`config.mk`:
```
export PLATFORM = sky130hd
export DESIGN_NAME = alu_result_stage
export DESIGN_NICKNAME = d
export VERILOG_FILES = /design/src/rtl/alu_pkg.sv /design/src/rtl/sat_counter.sv /design/src/rtl/alu_result_stage.sv
export SDC_FILE = /design/constraint.sdc
export NUM_CORES = 1
export LEC_CHECK = 0
export BUFFER_PORTS_ARGS = -buffer_cell sky130_fd_sc_hd__buf_2
export CAP_MARGIN = 30
export CORE_MARGIN = 8
export CORE_UTILIZATION = 40
export CTS_CLUSTER_SIZE = 16
export DETAILED_ROUTE_END_ITERATION = 6
export GPL_TIMING_DRIVEN = 0
export PLACE_DENSITY = 0.68
export REMOVE_ABC_BUFFERS = 1
export SYNTH_ARGS = -nofsm -noshare
export SYNTH_HDL_FRONTEND = slang
export SYNTH_HIERARCHICAL = 1
export SYNTH_SLANG_ARGS = --single-unit
```
`constraint.sdc`:
```
create_clock -name clk -period 3.1 [get_ports clk]
set_input_delay 0.465 -clock clk [delete_from_list [all_inputs] [get_ports clk]]
set_output_delay 0.465 -clock clk [all_outputs]
set_load 0.05 [all_outputs]
```
`src/rtl/alu_pkg.sv`:
```
// +----------------------------------------------------------------------------+
// | Module   : alu_pkg                                                          |
// | Purpose  : ALU op encodings and result-stage state enum.                    |
// | Revision : 1.0                                                              |
// +----------------------------------------------------------------------------+
`default_nettype none

package alu_pkg;

  localparam logic [2:0] OP_AND = 3'b000;
  localparam logic [2:0] OP_OR  = 3'b001;
  localparam logic [2:0] OP_ADD = 3'b010;
  localparam logic [2:0] OP_SUB = 3'b110;
  localparam logic [2:0] OP_SLT = 3'b111;

  typedef enum logic [1:0] {
    IDLE = 2'd0,
    HOLD = 2'd1,
    TRAP = 2'd2
  } state_e;

  // Only arithmetic ops can legitimately overflow.
  function automatic logic is_arith(input logic [2:0] op);
    return (op == OP_ADD) || (op == OP_SUB);
  endfunction

endpackage

`default_nettype wire

```
`src/rtl/sat_counter.sv`:
```
// +----------------------------------------------------------------------------+
// | Module   : sat_counter                                                      |
// | Purpose  : Saturating up-counter with synchronous clear.                    |
// | Revision : 1.0                                                              |
// +----------------------------------------------------------------------------+
`default_nettype none

module sat_counter #(
  parameter int CNT_W = 8
) (
  input  logic             clk,
  input  logic             rst_n,
  input  logic             inc,
  input  logic             clr,
  output logic [CNT_W-1:0] count
);

  localparam logic [CNT_W-1:0] C_MAX = '1;

  logic [CNT_W-1:0] r_count;

  always_ff @(posedge clk or negedge rst_n) begin
    if (!rst_n) begin
      r_count <= '0;
    end else if (clr) begin
      r_count <= '0;
    end else if (inc && (r_count != C_MAX)) begin
      r_count <= r_count + 1'b1;
    end
  end

  assign count = r_count;

endmodule

`default_nettype wire

```
`src/rtl/alu_result_stage.sv`:
```
// +----------------------------------------------------------------------------+
// | Module   : alu_result_stage                                                 |
// | Purpose  : Registers ALU results, qualifies overflow, raises traps.         |
// | Revision : 1.0                                                              |
// +----------------------------------------------------------------------------+
`default_nettype none

module alu_result_stage
  import alu_pkg::*;
#(
  parameter int WIDTH   = 32,
  parameter int CNT_W   = 8,
  parameter bit TRAP_EN = 1'b1
) (
  input  logic             clk,
  input  logic             rst_n,
  input  logic             in_valid,
  output logic             in_ready,
  input  logic [2:0]       op,
  input  logic [WIDTH-1:0] result,
  input  logic             overflow,
  output logic             out_valid,
  input  logic             out_ready,
  output logic [WIDTH-1:0] out_result,
  output logic             out_zero,
  output logic             out_ovf,
  output logic             trap_req,
  input  logic             trap_ack,
  output logic             sticky_ovf,
  input  logic             clr_sticky,
  output logic [CNT_W-1:0] ovf_count
);

  state_e           r_state;
  state_e           w_next_state;
  state_e           w_dest;
  logic             w_ready;
  logic             w_xfer;
  logic             w_qovf;
  logic             w_trap_go;
  logic             w_load;
  logic             r_out_valid;
  logic             r_trap_req;
  logic [WIDTH-1:0] r_out_result;
  logic             r_out_zero;
  logic             r_out_ovf;
  logic             r_sticky;

  assign w_qovf    = overflow && is_arith(op);
  assign w_trap_go = w_qovf && (TRAP_EN != 1'b0);
  assign w_xfer    = in_valid && in_ready;
  assign w_load    = w_xfer && !w_trap_go;
  assign w_dest    = w_trap_go ? TRAP : HOLD;

  // Gated by rst_n so the stage never advertises readiness while held in reset.
  assign in_ready = rst_n && w_ready;

  always_comb begin
    w_ready      = 1'b0;
    w_next_state = r_state;
    case (r_state)
      IDLE: begin
        w_ready = 1'b1;
        if (w_xfer) w_next_state = w_dest;
      end
      HOLD: begin
        w_ready = out_ready;
        if (out_ready) w_next_state = w_xfer ? w_dest : IDLE;
      end
      TRAP: begin
        if (trap_ack) w_next_state = IDLE;
      end
      default: w_next_state = IDLE;
    endcase
  end

  always_ff @(posedge clk or negedge rst_n) begin
    if (!rst_n) begin
      r_state     <= IDLE;
      r_out_valid <= 1'b0;
      r_trap_req  <= 1'b0;
    end else begin
      r_state     <= w_next_state;
      r_out_valid <= (w_next_state == HOLD);
      r_trap_req  <= (w_next_state == TRAP);
    end
  end

  // A trapping result is never loaded; the output register keeps its old value.
  always_ff @(posedge clk or negedge rst_n) begin
    if (!rst_n) begin
      r_out_result <= '0;
      r_out_zero   <= 1'b0;
      r_out_ovf    <= 1'b0;
    end else if (w_load) begin
      r_out_result <= result;
      r_out_zero   <= (result == '0);
      r_out_ovf    <= w_qovf;
    end
  end

  always_ff @(posedge clk or negedge rst_n) begin
    if (!rst_n) begin
      r_sticky <= 1'b0;
    end else if (w_xfer && w_qovf) begin
      r_sticky <= 1'b1;
    end else if (clr_sticky) begin
      r_sticky <= 1'b0;
    end
  end

  sat_counter #(
    .CNT_W (CNT_W)
  ) u_ovf_cnt (
    .clk   (clk),
    .rst_n (rst_n),
    .inc   (w_xfer && w_qovf),
    .clr   (1'b0),
    .count (ovf_count)
  );

  assign out_valid  = r_out_valid;
  assign trap_req   = r_trap_req;
  assign out_result = r_out_result;
  assign out_zero   = r_out_zero;
  assign out_ovf    = r_out_ovf;
  assign sticky_ovf = r_sticky;

endmodule

`default_nettype wire

```
# Yosys cells after proc, flatten, opt, wreduce, memory -nomap -nowiden
# Cells that the tools add are included.
# Widths: inputs -> output; s select.
[word_totals]
elab_cells = 36
regBits = 47
out_inout_bits = 46
in_bits = 42
[classes]
add_sub_neg = 1
n_reduce_logical = 11
eq_ne = 7
mux = 9
[ops]
columns = ["operator", "count"]
rows = [
  ["$logic_not 32->1", 1],
  ["$mux 2", 5],
  ["$add 8x1->8 const B", 1],
  ["$ne 8x8->1 const B", 1],
  ["$logic_and 1x1->1", 6],
  ["$pmux 2 s3", 1],
  ["$eq 2x1->1 const B", 2],
  ["$eq 2x2->1 const B", 2],
  ["$eq 3x2->1 const B", 1],
  ["$eq 3x3->1 const B", 1],
  ["$logic_not 2->1", 1],
  ["$mux 1", 2],
  ["$pmux 1 s2", 1],
  ["$reduce_bool 2->1", 1],
  ["$logic_not 1->1", 1],
  ["$logic_or 1x1->1", 1],
]

# Logic depth before layout (Yosys ltp)
# Gate-level depths: netlist of run 1.
[logic_depth]
word_depth = 8
mapped_depth = 7
depth_no_buf = 6

# Cells and area by module
# The synthesis of run 1 kept the hierarchy.
[by_module_without_submodules]
columns = ["module", "cells_each", "area_each_um2", "seq_area_each_um2", "n_inst"]
rows = [
  ["alu_result_stage", 104, 1675.4, 975.9, 1],
  ["sat_counter", 49, 464.2, 200.2, 1],
]

# Least setup slack after synthesis of run 1
# No wires, ideal clock.
[synth_path]
path_type = "input -> register"
startpoint = "input op[0]"
endpoint = "register u_ovf_cnt.r_count[7] (netlist: u_ovf_cnt/count[7])"
path_slack_ps = 1185
setup_ps = 94
n_path_buf = 1
path_stages = 7
t_arrival_ps = 1821
path_cell_list = "nand3b_1 -> nand4bb_1 -> inv_1 -> buf_2 -> nand3_1 -> or3_1 -> a211oi_1"
[synth_between]
elab_chain_len = 5
elab_cells_between_ends = 6
[synth_lines]
columns = ["element", "line_no", "rtl"]
rows = [
  ["start, declared", "alu_result_stage.sv:19", "input logic [2:0] op,"],
  ["$eq 3x2->1 / $eq 3x3->1 (equally long branches)", "alu_pkg.sv:24", "return (op == OP_ADD) || (op == OP_SUB);"],
  ["$logic_or 1x1->1 (*)", "alu_pkg.sv:24", ""],
  ["$logic_and 1x1->1 (*)", "alu_result_stage.sv:49", "assign w_qovf = overflow && is_arith(op);"],
  ["$logic_and 1x1->1 (*)", "alu_result_stage.sv:117", ".inc (w_xfer && w_qovf),"],
  ["$logic_and 1x1->1 (*)", "sat_counter.sv:27", "end else if (inc && (r_count != C_MAX)) begin"],
  ["end signal, assigned", "sat_counter.sv:28", "r_count <= r_count + 1'b1;"],
  ["end, declared", "sat_counter.sv:20", "logic [CNT_W-1:0] r_count;"],
]
# Mark *: on every way between the ends. The rest lies on a longest branch, timed or not.
# A chain may end at the register's enable or synchronous reset.

# Final worst setup path of run 1
[layout_path]
startpoint = "input rst_n"
endpoint = "register r_out_result[20] (netlist: out_result[20])"
[layout_between]
elab_chain_len = 3
[layout_lines]
columns = ["element", "line_no", "rtl"]
rows = [
  ["start, declared", "alu_result_stage.sv:16", "input logic rst_n,"],
  ["$logic_and 1x1->1", "alu_result_stage.sv:56", "assign in_ready = rst_n && w_ready;"],
  ["$logic_and 1x1->1", "alu_result_stage.sv:51", "assign w_xfer = in_valid && in_ready;"],
  ["$logic_and 1x1->1", "alu_result_stage.sv:52", "assign w_load = w_xfer && !w_trap_go;"],
  ["end signal, assigned", "alu_result_stage.sv:96", "r_out_result <= result;"],
  ["end, declared", "alu_result_stage.sv:44", "logic [WIDTH-1:0] r_out_result;"],
]
# No other way between the ends.

==> results of run 1 <==
-- registers in the layout, indices dropped and copies added (netlist names) --
signal,count
out_ovf,1
trap_req,1
r_state,2
sticky_ovf,1
out_result,32
out_zero,1
out_valid,1
u_ovf_cnt/count,8
-- cells by family after synthesis --
family                     after synthesis
and+or+nand+nor                         42
other                                    1
DFF                                     47
adders and majority gates                1
AOI/OAI and AO/OA                       16
buffers and inverters                   11
muxes                                   35
-- stage by stage --
step	utilization [%]	setup WS [ns]
after CTS	53.0	0.670
after global placement	50.9	0.0278
after global routing	53.0	0.491
after detailed placement	51.3	0.358
after floorplan	-	1.20
final	53.0	0.733
-- routing by layer --
metal	vias to the layer above	share of wire (%)
met2	55	46
met5	-	0
li1	735	-
met1	726	43
met4	0	0.55
met3	2	11
-- worst max-delay path: stages --
cell and delay (ns):
buf_2 0.36, buf_12 0.26, nor2b_4 0.23, nand4_4 0.65, mux2_4 0.55
-- worst min-delay path by stage --
| stage | startpoint | to | slack (ns) |
|---|---|---|---|
| after detailed placement | rst_n | u_ovf_cnt/count[6] | 0.43 |
| final | rst_n | u_ovf_cnt/count[6] | 0.10 |
| after CTS | rst_n | u_ovf_cnt/count[4] | 0.11 |
| after global placement | out_ovf | out_ovf | 0.47 |
| after global routing | rst_n | u_ovf_cnt/count[4] | 0.12 |
| after floorplan | rst_n | out_ovf | 0.17 |
-- placed cells by master, fill, tap and decap left out, types with 2 or more instances in the layout --
cell	synthesis	layout
conb_1	1	2
mux2_4	26	26
and2_1	2	2
nand3_1	2	2
clkbuf_8	0	6
o21ai_0	2	2
nand2_1	2	2
mux2_2	8	8
buf_2	1	86
nor2b_1	3	3
nor2_1	2	2
inv_1	6	6
dfrtp_1	47	47
nor4_1	9	9
nand2b_1	5	5
a21oi_1	5	5
nor3_1	4	4
nand4_1	3	3
a22oi_1	2	2
-- cell type report --
class	count	area, µm²
Clock inverter	1	5.00
Clock buffer	6	82.6
Inverter	6	22.5
Sequential cell	47	1180
Multi-Input combinational cell	96	902
Timing Repair Buffer	87	450
Tap cell	70	87.6
Fill cell	474	2410
-- power breakdown --
group	leakage (nW)	switching, mW	internal, mW
Clock	0.0470	0.189	0.175
Combinational	0.781	0.471	0.216
Sequential	0.583	0.0541	0.711
Total	1.41	0.714	1.10
==> results.json, run 1 <==
{
  "num_antenna_cells": 0,
  "overflow": 0,
  "synthAdderAreaFrac_pct": 0.585,
  "worst-path-max-fanout": 36,
  "maxCapViolations": 0,
  "setup_viol": 0,
  "grt_usage_pct": 13.1,
  "placed_cells": 306,
  "r2r_slack_ns": 1.10,
  "synth_xor_area_share_pct": 0,
  "startpoint": "rst_n",
  "avgSynthCellArea_um2": 14.0,
  "port_buffers": 86,
  "reg2regPathDepth": 3,
  "yosys.area.top_type_share_pct": 55.0,
  "synth_warnings": 6,
  "grt_pass1_vias": 1726,
  "period_share_pct": 76.3,
  "synthSimpleGateAreaFrac_pct": 13.3,
  "synthCells": 153,
  "num_rows": 26,
  "clock_sinks": 47,
  "yosysTopAreaCell": "dfrtp_1",
  "ctsRootBufferMaster": "clkbuf_8",
  "synth_area_leaders": "dfrtp_1, mux2_4, mux2_2",
  "antenna_found_initial": 0,
  "insertion_delay_ns": 0.28,
  "fin_crit_ns": 2.37,
  "synth-edff-count": 0,
  "hold_buffers": 0,
  "clk_path_buf_depth": 2,
  "wl_per_cell_um": 15.8,
  "layout.nets": 286,
  "ant_nets": 0,
  "ys.flop_type": "dfrtp_1",
  "start_util_pct": 41.6,
  "p_leak_nw": 1.41,
  "ioPinCount": 88,
  "cts_tree": "built",
  "fin_area_um2": 2730,
  "synthTopCellsByCount": "dfrtp_1, mux2_4, nor4_1",
  "drt_iter0_markers": 34,
  "status": "finished, final reports clean",
  "synth_top_family_by_area": "multiplexers",
  "critical_path_class": "input port to flop",
  "drc": 0,
  "synth_area_um2": 2140,
  "dpl.hpwl_mm": 3.79,
  "timing.rr.end": "out_result[20]",
  "cts_resized": 0,
  "area_delta_synth_final_pct": 27.4,
  "vias": 1518,
  "fmax_mhz": 423,
  "synth_seq_area_share_pct": 55.0,
  "power_per_cell_area_nw_per_um2": 666,
  "cts_buffers": 5,
  "met1_usage_pct": 15.6,
  "ys_ff_latch": 47,
  "fin_tns_setup_ns": 0,
  "place_congestion": 0.772,
  "layout-drive-gt1-share_pct": 54.3,
  "cp-end-kind": "flop",
  "timing.critical_path.to": "out_result[20]",
  "yosysMostFrequentCell": "dfrtp_1",
  "synth-compound-area-share_pct": 4.97,
  "synth.mux.area_fraction_pct": 22.9,
  "crit_required_ns": 3.27,
  "die-height_um": 89.1,
  "drt_pass1_iterations": 3,
  "dieWidth_um": 89.1,
  "dpl_cell_area_um2": 2640,
  "arrival_ns": 2.54,
  "whs_ns": 0.104,
  "power_mw": 1.82,
  "crit-reg2reg-launch": "r_state[1]",
  "die_area_um2": 7950,
  "async_reset_ff_share_pct": 100,
  "rsz0062_at_grt": "false",
  "hold_viol_final": 0,
  "vdd_drop_max_mv": 0.389,
  "min_path_type": "input port to asynchronous set/reset pin",
  "h-tree-depth": 2,
  "clock_skew_ns": 0.00252,
  "grt_busiest_layer": "met2",
  "vias_per_cell": 4.85,
  "slew-limit-headroom_pct": 45.0,
  "clk_pin_slew_ns": 0.08,
  "post_cts_buffers": 0,
  "grt_pass1_wl_mm": 8.11,
  "report.final.slew_viol_count": 0,
  "start_kind": "input port",
  "use_met2_pct": 20.7,
  "ys_types": 39,
  "worstMarginPinSlew_ns": 0.823,
  "coreArea_um2": 5140,
  "met3_usage_pct": 6.43,
  "grt_start_max_net_pins": 37,
  "wirelength_mm": 4.95,
  "fin_cells": 313
}
No activity file was read; power rests on OpenSTA's default activity.
==> inputs of run 2 (changes only) <==
PLACE_DENSITY = 0.71   (was 0.68)
clock period = 2.15 ns   (was 3.1 ns; I/O delays follow)
==> results.json, run 2 (synthesis results as in run 1) <==
{
  "status": "finished, final reports clean",
  "die-height_um": 89.1,
  "hold_viol_final": 0,
  "crit_path_top_delay_cell": "nand4_4",
  "grt_pass1_wl_mm": 8.24,
  "worstMarginPinSlew_ns": 0.809,
  "clk_pin_slew_ns": 0.09,
  "drt_iter0_markers": 80,
  "cp_cell_sequence": "nor2b_4, nand4_4, mux2_4",
  "final_common_cell": "buf_2",
  "coreArea_um2": 5140,
  "grt_start_max_net_pins": 37,
  "vdd_drop_max_mv": 0.598,
  "cp-end-kind": "flop",
  "num_rows": 26,
  "ioPinCount": 88,
  "min_path_type": "input port to asynchronous set/reset pin",
  "rsz0062_at_grt": "false",
  "power_per_cell_area_nw_per_um2": 992,
  "arrival_ns": 2.16,
  "cts_tree": "built",
  "power_mw": 2.77,
  "ant_nets": 0,
  "start_util_pct": 41.6,
  "slew-limit-headroom_pct": 45.9,
  "dieWidth_um": 89.1,
  "clk_path_buf_depth": 2,
  "grt_usage_pct": 13.3,
  "setup_viol": 0,
  "ctsRootBufferMaster": "clkbuf_8",
  "wl_per_cell_um": 15.6,
  "whs_ns": 0.0722,
  "area_delta_synth_final_pct": 30.4,
  "clock_sinks": 47,
  "slowest_delay_ns": 0.64,
  "fill_cells": 477,
  "cts_buffers": 5,
  "drt_pass1_iterations": 4,
  "vias": 1552,
  "r2r_slack_ns": 0.17,
  "port_buffers": 86,
  "num_antenna_cells": 0,
  "placed_cells": 306,
  "report.final.slew_viol_count": 0,
  "path_buf_inv": 0,
  "worst-path-max-fanout": 36,
  "h-tree-depth": 2,
  "die_area_um2": 7950,
  "fmax_mhz": 505,
  "layout-drive-gt1-share_pct": 54.5,
  "maxCapViolations": 0,
  "fin_tns_setup_ns": 0,
  "fin_crit_ns": 1.98,
  "wirelength_mm": 4.92,
  "overflow": 0,
  "start_kind": "flop",
  "grt_pass1_vias": 1810,
  "drc": 0,
  "layout.nets": 288,
  "fin_cells": 316,
  "critical_path_class": "flop to flop",
  "largest_reg_flops": 32,
  "place_congestion": 0.762,
  "insertion_delay_ns": 0.29,
  "final_cell_mix": "buf_2, dfrtp_1, mux2_4",
  "dpl.hpwl_mm": 3.72,
  "cpLargestDelayFamily": "simple AND/OR/NAND/NOR gates",
  "antenna_found_initial": 0,
  "period_share_pct": 92.1,
  "clock_skew_ns": 0.00619,
  "p_leak_nw": 1.44,
  "vias_per_cell": 4.91,
  "crit_required_ns": 2.33
}
[run 2: routing by layer]
metal | GRT usage [%] | share of wire, % | vias to the layer above
met5 | 0 | 0 | -
met1 | 15.6 | 44 | 754
li1 | - | - | 739
met2 | 21.1 | 46 | 57
met4 | 3.63 | 0.53 | 0
met3 | 6.62 | 10 | 2
[run 2: where the power goes]
part	total, mW	switching [mW]	internal [mW]	leakage [nW]
sequential	1.10	0.0773	1.02	0.583
clock	0.665	0.288	0.376	0.0612
combinational	1.00	0.682	0.317	0.795
total	2.77	1.05	1.72	1.44
[run 2: path summary, 6_finish.rpt]
check | from | to | cells past startpoint
setup reg to reg | r_state[1] | out_result[21] | 3
setup / recovery | r_state[1] | out_result[21] | 3
max in group asynchronous | rst_n | u_ovf_cnt/count[7] | 2
min in group clk | clr_sticky | sticky_ovf | 2
hold reg to reg | out_result[14] | out_result[14] | 1
hold / removal | rst_n | out_result[8] | 3
[run 2: cell type report]
| type | instances | area, µm² | area share [%] |
|---|---|---|---|
| Clock buffer | 6 | 82.6 | 2.96 |
| Multi-Input combinational cell | 96 | 902 | 32.3 |
| Clock inverter | 2 | 35.0 | 1.26 |
| Tap cell | 70 | 87.6 | 3.14 |
| Inverter | 6 | 22.5 | 0.808 |
| Timing Repair Buffer | 89 | 483 | 17.3 |
| Sequential cell | 47 | 1180 | 42.2 |
[run 2: stage by stage]
step                instance area, µm²  util (%)  setup WS (ns)
floorplan                         2100         -          0.291
global placement                  2620      50.9         -0.774
detailed placement                2640      51.3         -0.468
CTS                               2790      54.3          0.136
global route                      2790      54.3        0.00741
finish                            2790      54.3          0.169
[run 2: timing repair]
action / in CTS / in global routing
setup endpoints to repair: 37 / 11
hold buffers: 2 / 0
hold endpoints to repair: 17 / 0
pin swaps: 1 / 1
buffers inserted: 0 / 0
gates resized for setup: 1 / 0
[run 2: tightest hold or removal path, stage by stage]
cell	delay, ns
buf_4	0.11
buf_12	0.10
buf_12	0.18
==> inputs of run 3 (changes only) <==
PLACE_DENSITY = 0.79   (was 0.71)
==> results.json, run 3 (synthesis results as in run 1) <==
{
  "worstMarginPinSlew_ns": 0.804,
  "start_util_pct": 41.6,
  "grt_start_max_net_pins": 37,
  "arrival_ns": 2.18,
  "num_rows": 26,
  "ant_nets": 0,
  "power_per_cell_area_nw_per_um2": 987,
  "min_path_type": "input port to asynchronous set/reset pin",
  "fin_cells": 317,
  "crit_required_ns": 2.33,
  "clk_path_buf_depth": 2,
  "vias": 1581,
  "clock_skew_ns": 0.00932,
  "clk_pin_slew_ns": 0.09,
  "cp-end-kind": "flop",
  "fin_area_um2": 2820,
  "ctsRootBufferMaster": "clkbuf_8",
  "area_delta_synth_final_pct": 31.6,
  "antenna_found_initial": 0,
  "placed_cells": 306,
  "report.final.slew_viol_count": 0,
  "slew-limit-headroom_pct": 46.3,
  "maxCapViolations": 0,
  "p_leak_nw": 1.45,
  "fin_ws_ns": 0.151,
  "wl_per_cell_um": 15.9,
  "slowest_delay_ns": 0.67,
  "setup_viol": 0,
  "cts_buffers": 5,
  "num_antenna_cells": 0,
  "port_buffers": 86,
  "cp_cell_sequence": "nand2b_1, nand4_4, mux2_4",
  "final_cell_mix": "buf_2, dfrtp_1, mux2_4",
  "rsz0062_at_grt": "false",
  "clock_sinks": 47,
  "final_util_pct": 54.8,
  "fin_crit_ns": 2.00,
  "die_area_um2": 7950,
  "cts_tree": "built",
  "layout.nets": 289,
  "die-height_um": 89.1,
  "insertion_delay_ns": 0.29,
  "coreArea_um2": 5140,
  "hold_viol_final": 0,
  "place_congestion": 0.773,
  "status": "finished, final reports clean",
  "critical_path_class": "flop to flop",
  "h-tree-depth": 2,
  "worst-path-max-fanout": 36,
  "drc": 0,
  "dieWidth_um": 89.1,
  "overflow": 0,
  "dpl_cell_area_um2": 2650,
  "drt_iter0_markers": 32,
  "ioPinCount": 88,
  "wirelength_mm": 5.03,
  "whs_ns": 0.0631,
  "largest_reg_flops": 32,
  "final_common_cell": "buf_2",
  "dp_worst_setup_slack_ns": -0.438,
  "crit_path_top_delay_cell": "nand4_4",
  "fmax_mhz": 500,
  "grt_pass1_vias": 1751,
  "power_mw": 2.78,
  "vdd_drop_max_mv": 0.688,
  "drt_pass1_iterations": 4,
  "period_share_pct": 93.0,
  "grt_usage_pct": 13.2,
  "vias_per_cell": 4.99,
  "layout-drive-gt1-share_pct": 55.1,
  "fill_cells": 470,
  "fin_tns_setup_ns": 0,
  "start_kind": "flop",
  "dpl.hpwl_mm": 3.92,
  "grt_pass1_wl_mm": 8.21,
  "post_cts_buffers": 0
}
-- run 3: path summary, 6_finish.rpt --
check                      cells past startpoint  startpoint                  to  slack, ns
max                                            3  r_state[0]      out_result[27]       0.15
min                                            3       rst_n       out_result[4]       0.06
max reg2reg                                    3  r_state[0]      out_result[27]       0.15
min reg2reg                                    1     out_ovf             out_ovf       0.49
max in group asynchronous                      3       rst_n  u_ovf_cnt/count[1]       1.39
min in group clk                               2  clr_sticky          sticky_ovf       0.20
-- run 3: layout make-up --
cell class                      count  area [µm²]  area share (%)
Sequential cell                    47        1180            41.8
Clock inverter                      2        35.0            1.24
Timing Repair Buffer               90         510            18.1
Tap cell                           70        87.6            3.11
Clock buffer                        6        82.6            2.93
Multi-Input combinational cell     96         902            32.0
Inverter                            6        22.5           0.800
-- run 3: report_power, final --
| group | internal (mW) | switching, mW |
|---|---|---|
| registers | 1.03 | 0.0807 |
| clock network | 0.377 | 0.292 |
| logic | 0.322 | 0.683 |
| total | 1.72 | 1.06 |
-- run 3: worst max-delay path, delay by kind of cell, from the launching register on --
family,cells,cell delay (ns)
DFF,1,0.41
muxes,1,0.54
and+or+nand+nor,2,0.90
-- run 3: metal layers --
metal  global-route usage (%)  share of wire [%]  vias to the layer above
met5                        0                  0                        -
met4                     3.17               0.91                        0
met3                     5.15                7.6                        7
met2                     22.9                 50                       56
met1                     14.9                 41                      771
li1                         -                  -                      747
-- run 3: what timing repair did --
action | CTS | global route
resized for setup | 1 | 1
pin swaps | 1 | 0
endpoints found under the hold margin | 26 | 0
hold buffers | 3 | 0
endpoints found under the setup margin | 37 | 2
